`src/rtl/fetch_sequencer.sv`:
```
// Owns the architectural PC and sequences single-outstanding instruction fetch,
// handing fetched words to decode and squashing in-flight responses on redirect.
module fetch_sequencer #(
    parameter logic [31:0] RESET_VECTOR = 32'h0000_0000,
    parameter logic [31:0] NOP_INSTR    = 32'h0000_0013
) (
    input  logic        clk,
    input  logic        reset_n,
    input  logic [31:0] next_pc,
    input  logic        redirect,
    input  logic        write_done,
    input  logic        pipe_stall,
    output logic        imem_req,
    output logic [31:0] imem_addr,
    input  logic        imem_ready,
    input  logic        imem_rvalid,
    input  logic [31:0] imem_rdata,
    output logic [31:0] pc,
    output logic [31:0] instr,
    output logic        instr_valid,
    input  logic        instr_ack,
    output logic        pc_stall
);

    typedef enum logic [2:0] {
        BOOT = 3'd0,
        REQ  = 3'd1,
        WAIT = 3'd2,
        HOLD = 3'd3,
        DROP = 3'd4
    } state_e;

    state_e      state_q, state_d;
    logic [31:0] pc_q, pc_d;
    logic [31:0] instr_q, instr_d;
    logic        valid_q, valid_d;
    logic        pc_update;

    always_ff @(posedge clk or negedge reset_n) begin
        if (!reset_n) begin
            state_q <= BOOT;
            pc_q    <= RESET_VECTOR;
            instr_q <= NOP_INSTR;
            valid_q <= 1'b0;
        end else begin
            state_q <= state_d;
            pc_q    <= pc_d;
            instr_q <= instr_d;
            valid_q <= valid_d;
        end
    end

    always_comb begin
        state_d   = state_q;
        instr_d   = instr_q;
        valid_d   = valid_q;
        pc_update = 1'b0;
        case (state_q)
            BOOT: state_d = REQ;
            REQ: begin
                pc_update = redirect;
                // A redirect on the accept cycle leaves a stale fetch in flight.
                if (imem_ready) state_d = redirect ? DROP : WAIT;
            end
            WAIT: begin
                if (redirect) begin
                    pc_update = 1'b1;
                    state_d   = imem_rvalid ? REQ : DROP;
                end else if (imem_rvalid) begin
                    instr_d = imem_rdata;
                    valid_d = 1'b1;
                    state_d = HOLD;
                end
            end
            HOLD: begin
                // Redirect takes priority over ack and ignores write/hazard stalls.
                if (redirect || (instr_ack && write_done && !pipe_stall)) begin
                    pc_update = 1'b1;
                    valid_d   = 1'b0;
                    instr_d   = NOP_INSTR;
                    state_d   = REQ;
                end
            end
            DROP: begin
                pc_update = redirect;
                if (imem_rvalid) state_d = REQ;
            end
            default: state_d = BOOT;
        endcase
        pc_d = pc_update ? next_pc : pc_q;
    end

    assign imem_req    = (state_q == REQ);
    assign imem_addr   = pc_q;
    assign pc          = pc_q;
    assign instr       = instr_q;
    assign instr_valid = valid_q;
    assign pc_stall    = ~pc_update;

endmodule
```
`config.mk`:
```
export PLATFORM = sky130hd
export DESIGN_NAME = fetch_sequencer
export DESIGN_NICKNAME = d
export VERILOG_FILES = /design/src/rtl/fetch_sequencer.sv
export SDC_FILE = /design/constraint.sdc
export NUM_CORES = 1
export LEC_CHECK = 0
export CORE_UTILIZATION = 43
export CTS_BUF_LIST = sky130_fd_sc_hd__clkbuf_4
export DETAILED_ROUTE_END_ITERATION = 10
export GPL_TIMING_DRIVEN = 0
export HOLD_SLACK_MARGIN = 0.06
export PLACE_DENSITY = 0.95
export SETUP_SLACK_MARGIN = 0.4
export SYNTH_ARGS = -nofsm -noshare
export SYNTH_HDL_FRONTEND = slang
export SYNTH_SLANG_ARGS = --single-unit
```
`constraint.sdc`:
```
create_clock -name clk -period 5.05 [get_ports clk]
set_input_delay 0.7575 -clock clk [delete_from_list [all_inputs] [get_ports clk]]
set_output_delay 0.7575 -clock clk [all_outputs]
set_load 0.05 [all_outputs]
```
==> flow_summary.toml <==
[yosys]
ys_dominant_reg_cell = "sky130_fd_sc_hd__dfrtp_1"
synth_top_cell_by_area = "sky130_fd_sc_hd__dfrtp_1"
post_synth_instance_area_um2 = 3170
synth-warning-count = 0
synth-async-reset-ratio_pct = 100
synth_top_family_by_area = "multiplexers"
syn-num-nets = 349
post_synth_mux_area_share_pct = 15.1
xor_xnor_cell_area_share_of_the_yosys_netlist_pct = 0.789
synth_seq_cells = 68
synth.cells.most_frequent = "sky130_fd_sc_hd__nand2_1, sky130_fd_sc_hd__dfrtp_1, sky130_fd_sc_hd__o21ai_0"
netlist_instances = 277
synth_cell_types = 31
synth_seq_area_share_pct = 53.7
number_of_enable_type_register_cells_in_the_synthesized_netlist = 0
postSynthAreaPerCell_um2 = 11.5
synthDominantCellAreaShare_pct = 51.3
post-synth-top-count-cell = "sky130_fd_sc_hd__nand2_1"
synth_compound_gate_area_share_pct = 7.93
synth_area_leaders = "sky130_fd_sc_hd__dfrtp_1, sky130_fd_sc_hd__mux2_4, sky130_fd_sc_hd__nand2_1"
synth_simple_gate_area_share_pct = 9.98
synth_adder_area_share_pct = 0

[setup_path]
crit-reg2reg-launch = "state_q[2]$_DFFE_PN0P_"
setup.worst_path.start_class = "primary input"
cp_max_fo = 10
cp_common_cell = "sky130_fd_sc_hd__clkdlybuf4s50_1"
setup.worst_path.class = "primary input to output pin"
critical_path_arrival_ns = 2.96
timing.critical_path.required_ns = 4.29
endpoint_kind = "output pin"
timing.critical_path.cells = "clkdlybuf4s50_1, nand3b_1, a211oi_4, a21o_1, buf_6, buf_12, inv_1, clkdlybuf4s50_1"
worst_setup_path_startpoint = "pipe_stall"
crit_path_top_delay_cell = "sky130_fd_sc_hd__clkdlybuf4s50_1"
critical-path-max-stage-delay_ns = 0.69
reg2regPathDepth = 7

[floorplanning]
pin_count = 171
die_w_um = 87.9
die-area_um2 = 7730
initial_core_util_pct = 45.7
coreArea_um2 = 6940
core.rowCount = 30
floorplan.die.height_um = 87.9

[drt]
drt_pass1_iterations = 4
detail_route.drc_violations = 0
dr_total_vias = 2605
drt_iter0_drc = 75
detail_route.wl_per_cell_um = 15.2
route.detailed.vias_per_inst = 4.66
postRouteWirelength_um = 8480
ant_nets = 0

[clock_network]
cts-buffers-inserted = 9
cts_resized = 0
clock_transition_at_the_registers_of_the_reported_paths_ns = 0.11
worst_skew_pair.late_latency_ns = 0.41
cts-root-to-sink-buffers = 2
clock_sink_count = 68
cts_max_level = 3
cts_tree = "done"
cts_root_buf = "sky130_fd_sc_hd__clkbuf_4"
cts.repair_timing.setup_buffer_count = 0
cts_hold_repair.buffers = 0

[final_layout]
total_nets_final = 530
flow.area_growth_from_synthesis_pct = 62.5
proportion_of_layout_cells_with_a_drive_suffix_above_1_pct = 20.7
antenna_cells_inserted = 0
design_area_um2 = 5160

[grt]
grt_max_degree = 69
grt_antenna_before_repair = 0
first_global_vias = 2717
grt.total_usage_pct = 23.1
grt-ovfl-total = 0
grt_pass1_wl_um = 13400

[placed_design]
gp_routability_congestion = 0.866
cell_area_placed_um2 = 4990
place_hpwl_um = 6420
numPortBuffers = 170

[timing]
final-setup-viol-count = 0
final-max-slew-violation-count = 0
clock_skew_ns = 0.00881
hold_violations_final = 0
tns_ns = 0
worst_slew_pin_slew_ns = 0.844
fmaxAchievable_mhz = 269
final_min_period_over_clock_period_pct = 73.7
grt_setup_unrepaired = "false"
time_the_final_worst_path_needs_with_i_o_delays_and_setup_ns = 3.72
worst_max_slew_margin_expressed_relative_to_the_limit_pct = 43.7

[job]
max_cap_violations = 0

[run_status]
outcome = "complete, no violations"

[worst_hold_path]
hold_class = "primary input to async pin"
==> logic make-up (layout without fill, tap and decap cells) <==
logic type      count (synthesis)  after routing
flops                          68             68
mux                            33             33
compound gates                 44             44
buf+inv                        53            239
simple gates                   77             77
xor+xnor                        2              2
==> area by class of cell <==
class,count,area [um2]
buffer,49,380
clock buffer,10,75.1
clock inverter,6,88.8
fill,472,1790
inverter,4,15.0
multi-input combinational,156,1070
sequential,68,1710
tap,96,120
timing repair buffer,170,1700
==> per-stage QoR <==
| step | utilization, % | hold slack [ns] | cells | setup WS (ns) |
|---|---|---|---|---|
| 3_3_place_gp | 71.9 | 0.515 | 543 | 1.06 |
| 6_report | 74.3 | 0.443 | 559 | 1.33 |
| 2_1_floorplan | - | 0.462 | 277 | 2.41 |
| 5_1_grt | 74.3 | 0.477 | 559 | 1.17 |
| 3_5_place_dp | 71.9 | 0.520 | 543 | 1.30 |
| 4_1_cts | 74.3 | 0.454 | 559 | 1.30 |
==> path summary, 6_finish.rpt <==
check | to | slack, ns
worst max register to register | instr[15]$_DFFE_PN0P_ | 3.22
worst min-delay path | state_q[1]$_DFFE_PN0P_ | 0.44
worst min register to register | instr[19]$_DFFE_PN0P_ | 0.53
max in group asynchronous | imem_addr[2]$_DFFE_PN0P_ | 4.05
worst max-delay path | pc_stall | 1.33
min in group clk | instr[19]$_DFFE_PN0P_ | 0.53
==> sequential cells by signal (all words and copies together) (netlist names) <==
name,flops
instr,32
state_q,3
instr_valid,1
imem_addr,32
==> routing by layer <==
layer | share of wire [%] | GRT usage [%] | routed length [um]
met1 | 39 | 25.4 | 3300
met2 | 53 | 43.1 | 4520
met3 | 6.8 | 6.03 | 580
met4 | 1.0 | 7.15 | 87
met5 | 0 | 0 | 0
==> critical path, delay by kind of cell <==
kind,cells,cell delay [ns]
compound gates,2,0.55
buf+inv,5,1.43
simple gates,1,0.22
==> layout by cell type, fill, tap and decap left out, types with 2 or more instances in the layout <==
cell                                n
sky130_fd_sc_hd__a21oi_1            3
sky130_fd_sc_hd__buf_12             3
sky130_fd_sc_hd__buf_2              4
sky130_fd_sc_hd__buf_4             33
sky130_fd_sc_hd__buf_6              3
sky130_fd_sc_hd__bufinv_16          2
sky130_fd_sc_hd__clkbuf_1           7
sky130_fd_sc_hd__clkbuf_4          10
sky130_fd_sc_hd__clkdlybuf4s50_1  169
sky130_fd_sc_hd__clkinvlp_4         2
sky130_fd_sc_hd__dfrtp_1           65
sky130_fd_sc_hd__dfstp_2            3
sky130_fd_sc_hd__inv_1              4
sky130_fd_sc_hd__mux2_2             3
sky130_fd_sc_hd__mux2_4            29
sky130_fd_sc_hd__nand2_1           67
sky130_fd_sc_hd__nor2_1             3
sky130_fd_sc_hd__o21ai_0           34
Power is not shown: default switching activity piles up to over one toggle a cycle in this logic, so the estimate is an artifact.
==> edit (same flow settings) <==
Re-encode `state_e` (5 states) as Gray code, 3 bits wide.
--- a/src/rtl/fetch_sequencer.sv
+++ b/src/rtl/fetch_sequencer.sv
@@ -25,7 +25,7 @@
     typedef enum logic [2:0] {
-        BOOT = 3'd0,
-        REQ  = 3'd1,
-        WAIT = 3'd2,
-        HOLD = 3'd3,
-        DROP = 3'd4
+        BOOT = 3'b000,
+        REQ  = 3'b001,
+        WAIT = 3'b011,
+        HOLD = 3'b010,
+        DROP = 3'b110
     } state_e;
Function: same outputs for any inputs over 10 cycles, from zero or initial values and one cycle with reset_n low; not proved beyond that.
==> edit against the original RTL <==
Fmax is 9.8% higher. Routed wire length is 1.9% lower. Highest routed layer unchanged. Area after synthesis is 1.6% lower. Setup slack better by 0.33 ns. Sequential cell count stayed put. Worst hold slack better by 0.0064 ns. Clock skew is 0.0031 ns higher. Final area is 2.1% lower. Core utilization is 1.2 points lower.
Power is left out: the tool's default activity adds up to more than one toggle a clock period on the data nets, which glitch-free logic cannot reach.
==> edit: results (changes against the original RTL) <==
Syn Nets: 348 (-0.29%)
Worst R2R Start: state_q[1]$_DFFE_PN0P_
initial antenna violation count: 0 (unchanged)
Netlist cell types: 27 (-13%)
DP Cell Count: 542 (-0.18%)
Yosys warning count: 0 (unchanged)
M1 GR Usage: 0.273 (+0.0184)
met3 Resource Use GR: 0.0692 (+0.00887)
Slowest Stage Delay on Critical Path: 0.79 ns (+0.10 ns)
fill count: 498 (+5.5%)
share of post-route cells with drive strength above 1: 0.210 (+0.00261)
crit path DAT: 2.63 ns (-0.33 ns)
GP Congestion: 0.829 (-4.3%)
Worst-Skew Late Latency: 0.40 ns
reg-to-reg critical path endpoint: imem_addr[19]$_DFFE_PN0P_
CP max stage cell: clkdlybuf4s50_1
R2R setup slack: 3.38 ns (+0.16 ns)
NumNets Final: 529 (-0.19%)
first-pass GRT wire length: 13.1 mm (-2.4%)
top sig layer: met4
Syn Inst Count: 276 (-0.36%)
Detailed Route WL: 8.32 mm (-1.9%)
Root Buffer: clkbuf_4
routed wl met2: 4.16 mm (-7.9%)
top cells by count, synth: 65 x dfrtp_1, 64 x nand2_1, 32 x buf_4
GRT Overall Usage: 0.229 (-0.00134)
status: finished, final reports clean
Post-Route M1 WL: 3.34 mm (+1.2%)
synth top area cells: dfrtp_1 52%, mux2_4 14%, buf_4 7.7%, nand2_1 7.7%, nand3_1 4.8%
met3 wire len: 709 um (+22%)
vias in the first global route: 2603 (-4.2%)
R2R cell count: 5 (-2)
IO Port Bufs: 170 (unchanged)
Via density: 4.69 (+0.64%)
Seq/Total Area, Yosys: 0.546 (+0.00861)
initial drt markers: 73 (-2.7%)
grt met2 use: 0.394 (-0.0376)
routed length per instance: 14.9 um (-1.7%)
measured slew at the worst slew-check pin: 0.846 ns (+0.00187 ns)
skew final: 0.0119 ns (+0.00309 ns)
DP HPWL: 6.45 mm (+0.46%)
minimum hold slack: 0.449 ns (+0.00637 ns)
[edit: cell types whose count changed in the layout (fill, tap and decap cells not counted), sizes merged, moves of 2 or more]
cell | unedited run | this run
a21oi | 3 | 5
and3b | 0 | 2
buf | 43 | 45
bufinv | 2 | 0
clkbuf | 17 | 12
clkinv | 2 | 4
inv | 4 | 1
nand2 | 67 | 65
nand3 | 0 | 30
nor2 | 3 | 7
nor2b | 1 | 8
o21ai | 34 | 5
[edit: worst max path at each step]
| stage | from | to | slack [ns] | depth (start not counted) |
|---|---|---|---|---|
| floorplan | write_done | pc_stall | 2.70 | 5 |
| global placement | reset_n | instr[21]$_DFFE_PN0P_ | 1.01 | 1 |
| detailed placement | pipe_stall | pc_stall | 1.65 | 7 |
| CTS | pipe_stall | pc_stall | 1.65 | 7 |
| global route | pipe_stall | pc_stall | 1.60 | 7 |
| finish | pipe_stall | pc_stall | 1.66 | 7 |
[edit: kinds of logic after synthesis]
logic type             after synthesis  share of synthesized area
AO/OA/AOI/OAI                       14                     0.0284
AND/OR/NAND/NOR                    115                      0.169
multiplexers                        32                      0.150
flip-flops                          68                      0.546
buffers and inverters               47                      0.106
[edit: critical path: cells and delay by family]
| family | cells | cell delay, ns |
|---|---|---|
| buf+inv | 4 | 1.47 |
| simple gates | 3 | 0.41 |
[edit: metrics by stage]
step                      setup WS [ns]  cell area (um^2)   util
final                              1.66              5050  0.731
after global placement             1.01              4940  0.716
after CTS                          1.65              5050  0.731
after global routing               1.60              5050  0.731
after floorplan                    2.70              3120      -
after detailed placement           1.65              4940  0.716
[edit: final cells by class]
cell class	count	share of cell area
buffer	46	0.0647
clock buffer	10	0.0149
clock inverter	6	0.00620
inverter	1	0.000743
multi-input combinational	161	0.215
sequential	68	0.338
tap	96	0.0238
timing repair buffer	170	0.337
